$ cat src/rtl/spi_pkg.sv
// Shared SPI slave definitions: default word width, supported SPI mode and receiver states.
package spi_pkg;
  localparam int DEF_DATA_W = 8;
  localparam int SPI_MODE   = 0;

  typedef enum logic {
    IDLE  = 1'b0,
    SHIFT = 1'b1
  } spi_state_e;
endpackage

$ cat src/rtl/spi_sync.sv
// Multi-flop synchronizer for one asynchronous SPI pin, with registered level and
// single-cycle rise/fall pulses taken against one extra registered copy.
module spi_sync #(
  parameter int   STAGES  = 2,
  parameter logic RST_VAL = 1'b0
) (
  input  logic clk,
  input  logic rst_n,
  input  logic i_async,
  output logic o_level,
  output logic o_rise,
  output logic o_fall
);
  logic [STAGES-1:0] r_sync;
  logic              r_prev;
  logic              r_rise;
  logic              r_fall;

  // Synchronizer chain, edge-reference copy and registered edge pulses.
  always_ff @(posedge clk or negedge rst_n) begin
    if (!rst_n) begin
      r_sync <= {STAGES{RST_VAL}};
      r_prev <= RST_VAL;
      r_rise <= 1'b0;
      r_fall <= 1'b0;
    end else begin
      r_sync[0] <= i_async;
      for (int i = 1; i < STAGES; i++) begin
        r_sync[i] <= r_sync[i-1];
      end
      r_prev <= r_sync[STAGES-1];
      r_rise <= r_sync[STAGES-1] & ~r_prev;
      r_fall <= ~r_sync[STAGES-1] & r_prev;
    end
  end

  assign o_level = r_prev;
  assign o_rise  = r_rise;
  assign o_fall  = r_fall;
endmodule

$ cat src/rtl/spi_slave_rx.sv
// SPI mode-0 slave receiver with a valid/ready word output, overrun and framing pulses.
// Define SPI_SLAVE_TX_EN to add the tx_data port and drive spi_miso from a transmit shifter.
module spi_slave_rx
  import spi_pkg::*;
#(
  parameter int DATA_W      = DEF_DATA_W,
  parameter int SYNC_STAGES = 2
) (
  input  logic              clk,
  input  logic              rst_n,
  input  logic              spi_clk,
  input  logic              spi_mosi,
  input  logic              spi_cs,
  output logic              spi_miso,
  output logic [DATA_W-1:0] rx_data,
  output logic              rx_valid,
  input  logic              rx_ready,
  output logic              overrun,
  output logic              frame_err
`ifdef SPI_SLAVE_TX_EN
  ,
  input  logic [DATA_W-1:0] tx_data
`endif
);
  localparam int CNT_W = $clog2(DATA_W + 1);

  logic w_sclk, w_sclk_rise, w_sclk_fall;
  logic w_mosi, w_mosi_rise, w_mosi_fall;
  logic w_cs, w_cs_rise, w_cs_fall;

  spi_sync #(.STAGES(SYNC_STAGES), .RST_VAL(1'b0)) u_sync_sclk (
    .clk(clk), .rst_n(rst_n), .i_async(spi_clk),
    .o_level(w_sclk), .o_rise(w_sclk_rise), .o_fall(w_sclk_fall)
  );

  spi_sync #(.STAGES(SYNC_STAGES), .RST_VAL(1'b0)) u_sync_mosi (
    .clk(clk), .rst_n(rst_n), .i_async(spi_mosi),
    .o_level(w_mosi), .o_rise(w_mosi_rise), .o_fall(w_mosi_fall)
  );

  spi_sync #(.STAGES(SYNC_STAGES), .RST_VAL(1'b1)) u_sync_cs (
    .clk(clk), .rst_n(rst_n), .i_async(spi_cs),
    .o_level(w_cs), .o_rise(w_cs_rise), .o_fall(w_cs_fall)
  );

  spi_state_e        r_state;
  logic [CNT_W-1:0]  r_cnt;
  logic [DATA_W-1:0] r_shift;
  logic [DATA_W-1:0] r_rx_data;
  logic              r_rx_valid;
  logic              r_overrun;
  logic              r_frame_err;
  logic [DATA_W-1:0] w_word;
  logic              w_last_bit;

  assign w_word     = {r_shift[DATA_W-2:0], w_mosi};
  assign w_last_bit = (r_cnt == CNT_W'(DATA_W - 1));

  // Receive FSM: bit shifting, word hand-off, overrun and framing-error pulses.
  always_ff @(posedge clk or negedge rst_n) begin
    if (!rst_n) begin
      r_state     <= IDLE;
      r_cnt       <= '0;
      r_shift     <= '0;
      r_rx_data   <= '0;
      r_rx_valid  <= 1'b0;
      r_overrun   <= 1'b0;
      r_frame_err <= 1'b0;
    end else begin
      r_overrun   <= 1'b0;
      r_frame_err <= 1'b0;
      if (r_rx_valid && rx_ready) begin
        r_rx_valid <= 1'b0;
      end
      case (r_state)
        IDLE: begin
          r_cnt   <= '0;
          r_shift <= '0;
          if (!w_cs) begin
            r_state <= SHIFT;
          end else begin
            r_state <= IDLE;
          end
        end
        SHIFT: begin
          if (w_cs) begin
            r_state     <= IDLE;
            r_cnt       <= '0;
            r_shift     <= '0;
            r_frame_err <= (r_cnt != '0);
          end else if (w_sclk_rise) begin
            r_shift <= w_word;
            if (w_last_bit) begin
              r_cnt <= '0;
              // A consumer accepting in this same cycle frees the slot for the new word.
              if (!r_rx_valid || rx_ready) begin
                r_rx_data  <= w_word;
                r_rx_valid <= 1'b1;
              end else begin
                r_overrun <= 1'b1;
              end
            end else begin
              r_cnt <= r_cnt + CNT_W'(1);
            end
          end
        end
        default: begin
          r_state <= IDLE;
          r_cnt   <= '0;
          r_shift <= '0;
        end
      endcase
    end
  end

  assign rx_data   = r_rx_data;
  assign rx_valid  = r_rx_valid;
  assign overrun   = r_overrun;
  assign frame_err = r_frame_err;

`ifdef SPI_SLAVE_TX_EN
  logic [DATA_W-1:0] r_tx_shift;
  logic              w_word_done;
  logic              w_unused;

  assign w_word_done = (r_state == SHIFT) && !w_cs && w_sclk_rise && w_last_bit;

  // Transmit shifter: reload at frame start and word boundaries, shift on SCLK falls.
  // The fall right after a word boundary is skipped so the fresh word keeps its MSB.
  always_ff @(posedge clk or negedge rst_n) begin
    if (!rst_n) begin
      r_tx_shift <= '0;
    end else begin
      case (r_state)
        IDLE: begin
          if (!w_cs) begin
            r_tx_shift <= tx_data;
          end else begin
            r_tx_shift <= '0;
          end
        end
        SHIFT: begin
          if (w_cs) begin
            r_tx_shift <= '0;
          end else if (w_word_done) begin
            r_tx_shift <= tx_data;
          end else if (w_sclk_fall && (r_cnt != '0)) begin
            r_tx_shift <= {r_tx_shift[DATA_W-2:0], 1'b0};
          end
        end
        default: begin
          r_tx_shift <= '0;
        end
      endcase
    end
  end

  assign spi_miso = r_tx_shift[DATA_W-1];
  assign w_unused = &{1'b0, w_sclk, w_mosi_rise, w_mosi_fall, w_cs_rise, w_cs_fall};
`else
  logic w_unused;

  assign spi_miso = 1'b0;
  assign w_unused = &{1'b0, w_sclk, w_sclk_fall, w_mosi_rise, w_mosi_fall, w_cs_rise, w_cs_fall};
`endif
endmodule

$ cat config.mk
export PLATFORM = sky130hd
export DESIGN_NAME = spi_slave_rx
export DESIGN_NICKNAME = d
export VERILOG_FILES = /design/src/rtl/spi_pkg.sv /design/src/rtl/spi_sync.sv /design/src/rtl/spi_slave_rx.sv
export SDC_FILE = /design/constraint.sdc
export NUM_CORES = 1
export LEC_CHECK = 0
export ABC_AREA = 1
export CORE_MARGIN = 2
export CORE_UTILIZATION = 50
export CTS_CLUSTER_SIZE = 12
export DETAILED_ROUTE_END_ITERATION = 10
export DONT_BUFFER_PORTS = 1
export PLACE_DENSITY_LB_ADDON = 0.08
export SLEW_MARGIN = 20
export SYNTH_ARGS = -nofsm -noshare
export SYNTH_HDL_FRONTEND = slang
export SYNTH_SLANG_ARGS = --single-unit
$ cat constraint.sdc
create_clock -name clk -period 1.68 [get_ports clk]
set_input_delay 0.084 -clock clk [delete_from_list [all_inputs] [get_ports clk]]
set_output_delay 0.084 -clock clk [all_outputs]
set_load 0.01 [all_outputs]
==> summary.txt, run 1 <==
Layout
  • Final Util: a little under 60%
  • Post-route cell area: 0.00144 mm^2
  • Layout cell share with drive strength beyond 1: 16.8%
  • Layout Area Growth over Synthesis: 13.4%
  • Fin cells: 155
  • Antenna Cells: 0
  • Total Nets Final: 132

Synthesis
  • Most common cell in the netlist: dfrtp_1
  • Synth top area share: 59.2%
  • Synth top area cells: dfrtp_1 59%, nand2_1 7.7%, dfstp_2 6.2%, inv_1 4.1%, nand3_1 3.9%
  • Synthesized area: around 0.0013 mm^2
  • Asr flop ratio synth: 100%
  • Yosys warning total: 0
  • Commonest cells post-synth: 30 x dfrtp_1, 26 x nand2_1, 14 x inv_1
  • Post-synthesis cell count: between 100 and 150
  • #FFs+latches synth: 33
  • Register area share after synthesis: about two thirds
  • Cell taking the most area after synthesis: dfrtp_1
  • Syn nets: about 120
  • Mapped Avg Cell Area: 11.1 um^2
  • EDFF count, synth: 0
  • Yosys cell types: 21
  • Top_reg_cell synth: dfrtp_1

Setup path
  • Largest delay share family, worst path: simple AND/OR/NAND/NOR gates
  • Critical Path Source Type: flip-flop
  • Reg-to-reg startpoint: r_cnt[0]
  • Critical path, cell by cell: ha_1 > nand2_1 > nor2_2 > nand3_4 > nand2_1 > nand2_1
  • Cell at the slowest stage of the critical path: dfrtp_1
  • Critical path fanouts, max: 8
  • CP Data Required Time: about 1.9 ns
  • Crit-path most repeated cell: nand2_1
  • CP bufs+invs: 0
  • Crit path from: r_cnt[0]
  • Critical path class: flip-flop to flip-flop
  • Critical path capture point type: flip-flop
  • Highest cell delay on the worst timing path: 0.41 ns
  • Crit path DAT: 1.47 ns

Power
  • Comb pwr share: under 10%
  • VDD IR max: between 0.8 and 0.9 mV
  • NetSw: 0.000329 W
  • Sw frac: between 20% and 30%
  • Pwr Total: 0.00147 W
  • Clock power frac: about two fifths
  • Lkg Pwr: 0.694 nW
  • P per Cell Area: between 1000 and 1500 mW/mm^2
  • Int Pwr: around 0.0011 W
  • Seq pwr share: roughly 56%

Timing
  • Tcrit/Tclk final: 73.7%
  • Pins Over Slew Limit: 0
  • Unrepaired setup endpoints after global routing: false
  • Fmax: ~800 MHz
  • Minimum clock period after layout: ~1.2 ns
  • Final Hold Viols: 0
  • Final setup viols: 0
  • Final setup skew: between 0.01 and 0.015 ns
  • Sum Neg Setup Slack: 0 ns

Place
  • Placed cell area: 0.00129 mm^2
  • Global placer's final weighted congestion: about 0.71
  • HPWL after DPL: between 1000 and 1500 um
  • Placed insts: roughly 140
  • IO buf count: 0

GRT
  • Largest net degree at the start of global routing: 34
  • Grt met3 use: between 6 and 7%
  • Initial antenna violation count: 0
  • Vias in the first global route: around 790
  • GRT overflow: 0
  • Most Crowded Layer GR: met2
  • GRT met1 Usage: a little over a fifth
  • Met2 Use GR: 24.7%
  • Global-route wire length before repair: 3380 um
  • GRT Total Usage: between 10% and 20%

CTS
  • CTS tree: done
  • CTS Buf Count: 5
  • Clock Sink Count: 33
  • CTS resizes: 0
  • H-tree depth: 2
  • Clock Tree Root: clkbuf_4
  • Clock-pin slew on the worst setup and hold paths: 0.12 ns
  • Worst skew pair latency: 0.33 ns
  • Clock buffer depth: 2

Routing
  • Wirelength, routed: 1950 um
  • Drt initial violations: 4
  • Wire per inst: around 13 um
  • Drt via density: between 5 and 6
  • Remaining routing DRC violations: 0
  • Initial DRT Pass Iterations: 4
  • Routed Antenna Nets: 0
  • Routed vias: 776

Worst hold path
  • Worst min path class: primary input to asynchronous set/reset pin

Die
  • Die Y: 54.4 um
  • Ports: 18
  • FP Rows: 18
  • Chip width: approximately 54 um
  • Core ar.: ~0.0024 mm^2
  • Die ar.: slightly below 0.003 mm^2
  • Starting density of the core: a little over half

Run
  • Max cap viols: 0

Outcome
  • Status: completed
==> cell type report <==
cell class                 instances  area (um^2)
tap                               30         37.5
sequential                        33          830
clock buffer                       5         37.5
fill                             207          995
multi-input combinational         63          367
timing repair buffer               5         60.1
clock inverter                     3         46.3
inverter                          16         60.1
==> per-layer routing <==
layer / wire length (um) / part of all wire, %
met5: 0 / 0
met4: 27 / 1.4
met3: 68 / 3.5
met2: 883 / 45
met1: 968 / 50
==> power by group through the flow <==
stage | sequential (W) | clock (W) | combinational [W]
after global routing | 0.000824 | 0.000661 | 0.0000582
after detailed placement | 0.000837 | 0 | 0.0000227
after global placement | 0.000836 | 0 | 0.0000225
after floorplan | 0.000835 | 0 | 0.0000206
after CTS | 0.000821 | 0.000617 | 0.0000518
final | 0.000821 | 0.000602 | 0.0000499
==> layout by cell type (no fill, tap or decap), drive strengths merged <==
master | synthesis | final
dlygate4sd3 | 0 | 4
conb | 1 | 1
nand4 | 2 | 2
o22ai | 7 | 7
dfstp | 3 | 3
clkinvlp | 0 | 1
dfrtp | 30 | 30
clkinv | 0 | 1
xnor2 | 1 | 1
inv | 16 | 16
nand3 | 14 | 14
a31oi | 1 | 1
clkbuf | 1 | 5
buf | 1 | 1
ha | 2 | 2
o21ai | 3 | 3
nand2 | 26 | 26
nor2 | 6 | 6
bufinv | 0 | 1
==> metrics by stage <==
| stage | hold slack, ns | setup WS, ns |
|---|---|---|
| 4_1_cts | 0.188 | 0.424 |
| 6_report | 0.183 | 0.441 |
| 3_3_place_gp | -0.211 | 0.475 |
| 3_5_place_dp | -0.211 | 0.437 |
| 5_1_grt | 0.179 | 0.311 |
| 2_1_floorplan | -0.212 | 0.561 |
==> final timing paths <==
| check | to | slack [ns] | cells past startpoint |
|---|---|---|---|
| worst max-delay path | rx_data[1] | 0.44 | 6 |
| worst min-delay path | r_shift[2] | 0.18 | 2 |
| worst max register to register | rx_data[1] | 0.44 | 6 |
| worst min register to register | u_sync_cs.r_sync[1] | 0.36 | 0 |
| max in group asynchronous | u_sync_cs.r_sync[0] | 1.25 | 2 |
| min in group clk | overrun | 0.20 | 3 |
==> what timing repair did <==
| item | in CTS | in global routing |
|---|---|---|
| endpoints found under the hold margin | 36 | 0 |
| hold buffers | 5 | 0 |
| buffers inserted | 0 | 0 |
| setup endpoints to repair | 0 | 0 |
==> kinds of logic (layout without fill, tap and decap cells) <==
logic type                 Yosys count  after routing  share of synthesized area, %
and+or+nand+nor                     48             48                          20.8
buffers and inverters               18             29                          5.63
AOI/OAI and AO/OA                   11             11                          5.13
adders and majority gates            2              2                          1.97
DFF                                 33             33                          65.4
other                                1              1                         0.296
xor gates and xnor gates             1              1                         0.691
==> registers in the layout, summed over array words and instances (netlist names), 2 cells and up <==
signal and flops:
rx_data 8, r_shift 7, r_cnt 4, u_sync_cs.r_sync 2, u_sync_mosi.r_sync 2, u_sync_sclk.r_sync 2
Power figures use the tool's default switching activity.
==> run 2, diff against run 1 <==
Settings changed: ABC_AREA 1 to 0.
Clock period 1.68 ns to 1.28 ns, I/O delays scaled along.
==> run 2 against run 1 <==
Sequential power is 30% higher. First-iteration DRC count rose by 75%. Critical path type unchanged. The run now ends with setup timing left. Largest cell class unchanged. Via count decreased by 12%. Area after synthesis decreased by 1.2%. Worst setup slack worse by 0.86 ns.
==> summary.txt, run 2 <==
Die
  • Ports: 18
  • Chip width: about 54 um
  • Starting density of the core: 51.5%
  • Core ar.: approximately 0.0024 mm^2
  • FP Rows: 18
  • Die Y: roughly 54 um
  • Die ar.: 0.00292 mm^2

Power
  • P per Cell Area: roughly 1300 mW/mm^2
  • Clock power frac: roughly two fifths
  • Seq pwr share: between 50% and 60%
  • Sw frac: 20.0%
  • Lkg Pwr: 0.739 nW
  • Pwr Total: ~0.0020 W
  • Int Pwr: between 0.0015 and 0.002 W
  • NetSw: approximately 0.00039 W
  • Comb pwr share: under 10%
  • VDD IR max: 1.15 mV

Outcome
  • Status: finished, violations left
  • Failing checks: setup timing

GRT
  • Vias in the first global route: 682
  • Initial antenna violation count: 0
  • GRT Total Usage: between 10% and 20%
  • Largest net degree at the start of global routing: 34
  • GRT overflow: 0
  • Global-route wire length before repair: between 3000 and 4000 um

Setup path
  • Worst reg2reg path depth: 4
  • CP bufs+invs: 0
  • Cell at the slowest stage of the critical path: or4b_4
  • Critical path, cell by cell: ha_4 > nand2b_4 > or4b_4 > mux2_4
  • Largest delay share family, worst path: simple AND/OR/NAND/NOR gates
  • Critical path fanouts, max: 8
  • Crit path DAT: around 1.9 ns
  • Critical Path Source Type: flip-flop
  • CP Data Required Time: roughly 1.5 ns
  • Critical path capture point type: flip-flop
  • Critical path class: flip-flop to flip-flop
  • Highest cell delay on the worst timing path: ~0.62 ns
  • Crit path depth: 4

Place
  • IO buf count: 0
  • Placed insts: 125
  • Global placer's final weighted congestion: 0.724
  • HPWL after DPL: approximately 1200 um
  • DP Worst Slack: -0.449 ns

Worst hold path
  • Hold Path Depth: 3
  • Worst min path class: primary input to flip-flop

Timing
  • Final setup margin: -0.419 ns
  • Unrepaired setup endpoints after global routing: true
  • Pins Over Slew Limit: 0
  • Tcrit/Tclk final: 133%
  • Final setup skew: between 0.005 and 0.006 ns
  • Final setup viols: 10
  • Fmax: just under 600 MHz
  • Final Hold Viols: 0
  • Minimum clock period after layout: approximately 1.7 ns

CTS
  • CTS Buf Count: 5
  • Clock Tree Root: clkbuf_4
  • CTS tree: done
  • Clock-pin slew on the worst setup and hold paths: approximately 0.1 ns
  • Clock Sink Count: 33
  • H-tree depth: 2
  • Worst skew pair latency: ~0.33 ns
  • Clock buffer depth: 2

Routing
  • Drt initial violations: 7
  • Routed Antenna Nets: 0
  • Initial DRT Pass Iterations: 4
  • Wire per inst: 13.8 um
  • Routed vias: roughly 680
  • Drt via density: between 4 and 5
  • Wirelength, routed: 1920 um
  • Remaining routing DRC violations: 0

Synthesis
  • Top_reg_cell synth: dfrtp_1
  • Asr flop ratio synth: between 90% and 100%
  • Mapped Avg Cell Area: approximately 14 um^2
  • Post-synthesis cell count: slightly below 90
  • Synth top area share: about three fifths
  • Register area share after synthesis: roughly 66%
  • Synth top area cells: dfrtp_1 60%, mux2_4 9.6%, mux2i_1 6.4%, dfstp_2 6.3%, nor2_1 3.6%
  • EDFF count, synth: 0
  • Yosys cell types: 22
  • Syn nets: 96
  • Yosys warning total: 0
  • Commonest cells post-synth: 30 x dfrtp_1, 12 x nor2_1, 8 x mux2_4, 8 x mux2i_1, 5 x nand2_1
  • #FFs+latches synth: 33
  • Synthesized area: around 0.0013 mm^2
  • Most common cell in the netlist: dfrtp_1
  • Cell taking the most area after synthesis: dfrtp_1

Layout
  • Layout cell share with drive strength beyond 1: 33.9%
  • Final Util: 63.0%
  • Largest register FFs: 8
  • Fin cells: ~140
  • Most frequent cells in the layout: 30 x dfrtp_1, 12 x nor2_1, 9 x buf_4
  • Layout fillers: 182
  • Antenna Cells: 0
  • Total Nets Final: about 120
  • Commonest non-fill, non-tap cell in the layout: dfrtp_1
  • Layout Area Growth over Synthesis: 22.4%

Run
  • Max cap viols: 0
==> run 2: changes by cell type after synthesis, sizes merged, moves of 7 or more <==
cell,previous run,this run
inv,16,3
mux2i,0,8
nand2,26,5
mux2,0,8
nand3,14,0
o22ai,7,0
==> run 2: power by group through the flow <==
stage / registers (W) / logic [W] / clock network, W
finish: 0.00107 / 0.0000821 / 0.000805
global route: 0.00108 / 0.0000927 / 0.000887
CTS: 0.00107 / 0.0000834 / 0.000831
detailed placement: 0.00109 / 0.0000415 / 0
global placement: 0.00109 / 0.0000412 / 0
floorplan: 0.00109 / 0.0000298 / 0
==> run 2: tightest hold or removal path: stages <==
cell	delay, ns
nand2b_1	0.11
buf_4	0.12
nor2_1	0.04
==> run 2: area by class of cell <==
| class | count | area, um^2 | area share, % |
|---|---|---|---|
| flip-flops and latches | 33 | 830 | 54.1 |
| multi-input cells | 48 | 408 | 26.6 |
| repair buffers | 17 | 161 | 10.5 |
| clock buffers | 7 | 55.1 | 3.59 |
| well taps | 30 | 37.5 | 2.45 |
| clock inverters | 1 | 30.0 | 1.96 |
| inverters | 3 | 11.3 | 0.735 |
==> run 2: timing repair <==
| item | CTS | global route |
|---|---|---|
| hold buffers | 5 | 0 |
| endpoints found under the setup margin | 11 | 10 |
| setup buffers | 1 | 1 |
| pin swaps | 4 | 3 |
| gates resized for setup | 4 | 3 |
| endpoints found under the hold margin | 37 | 0 |
| gates cloned | 0 | 0 |
==> run 2: logic make-up after synthesis <==
| kind of cell | after synthesis | share of synthesized area, % |
|---|---|---|
| flip-flops | 33 | 66.2 |
| AND/OR/NAND/NOR | 25 | 10.2 |
| multiplexers | 16 | 16.0 |
| buffers and inverters | 7 | 3.10 |
| adder cells (fa/ha/maj) | 2 | 2.00 |
| AO/OA/AOI/OAI | 2 | 0.799 |
| XOR/XNOR | 2 | 1.40 |
| other | 1 | 0.299 |
==> run 2: final timing paths <==
check,from,endpoint,slack (ns)
max reg2reg,r_cnt[1],rx_data[7],-0.42
min reg2reg,u_sync_cs.r_sync[0],u_sync_cs.r_sync[1],0.36
min in group asynchronous,rst_n,rx_valid,0.18
max in group asynchronous,rst_n,u_sync_cs.r_sync[0],0.86
min,rx_ready,overrun,0.02
max,r_cnt[1],rx_data[7],-0.42
==> run 2: metal layers <==
| layer | track usage, % | part of all wire [%] | routed length [um] |
|---|---|---|---|
| met5 | 0 | 0 | 0 |
| met3 | 10.3 | 7.8 | 150 |
| met1 | 19.0 | 47 | 907 |
| met2 | 22.4 | 43 | 820 |
| met4 | 7.50 | 2.2 | 42 |
==> run 2: per-stage QoR <==
| step | cell area, um^2 | setup TNS [ns] | hold slack (ns) |
|---|---|---|---|
| floorplan | 1260 | -3.29 | -0.232 |
| global placement | 1360 | -3.40 | -0.231 |
| detailed placement | 1360 | -3.67 | -0.231 |
| CTS | 1530 | -3.39 | -0.00672 |
| global route | 1530 | -3.70 | 0.00265 |
| finish | 1530 | -3.41 | 0.0206 |
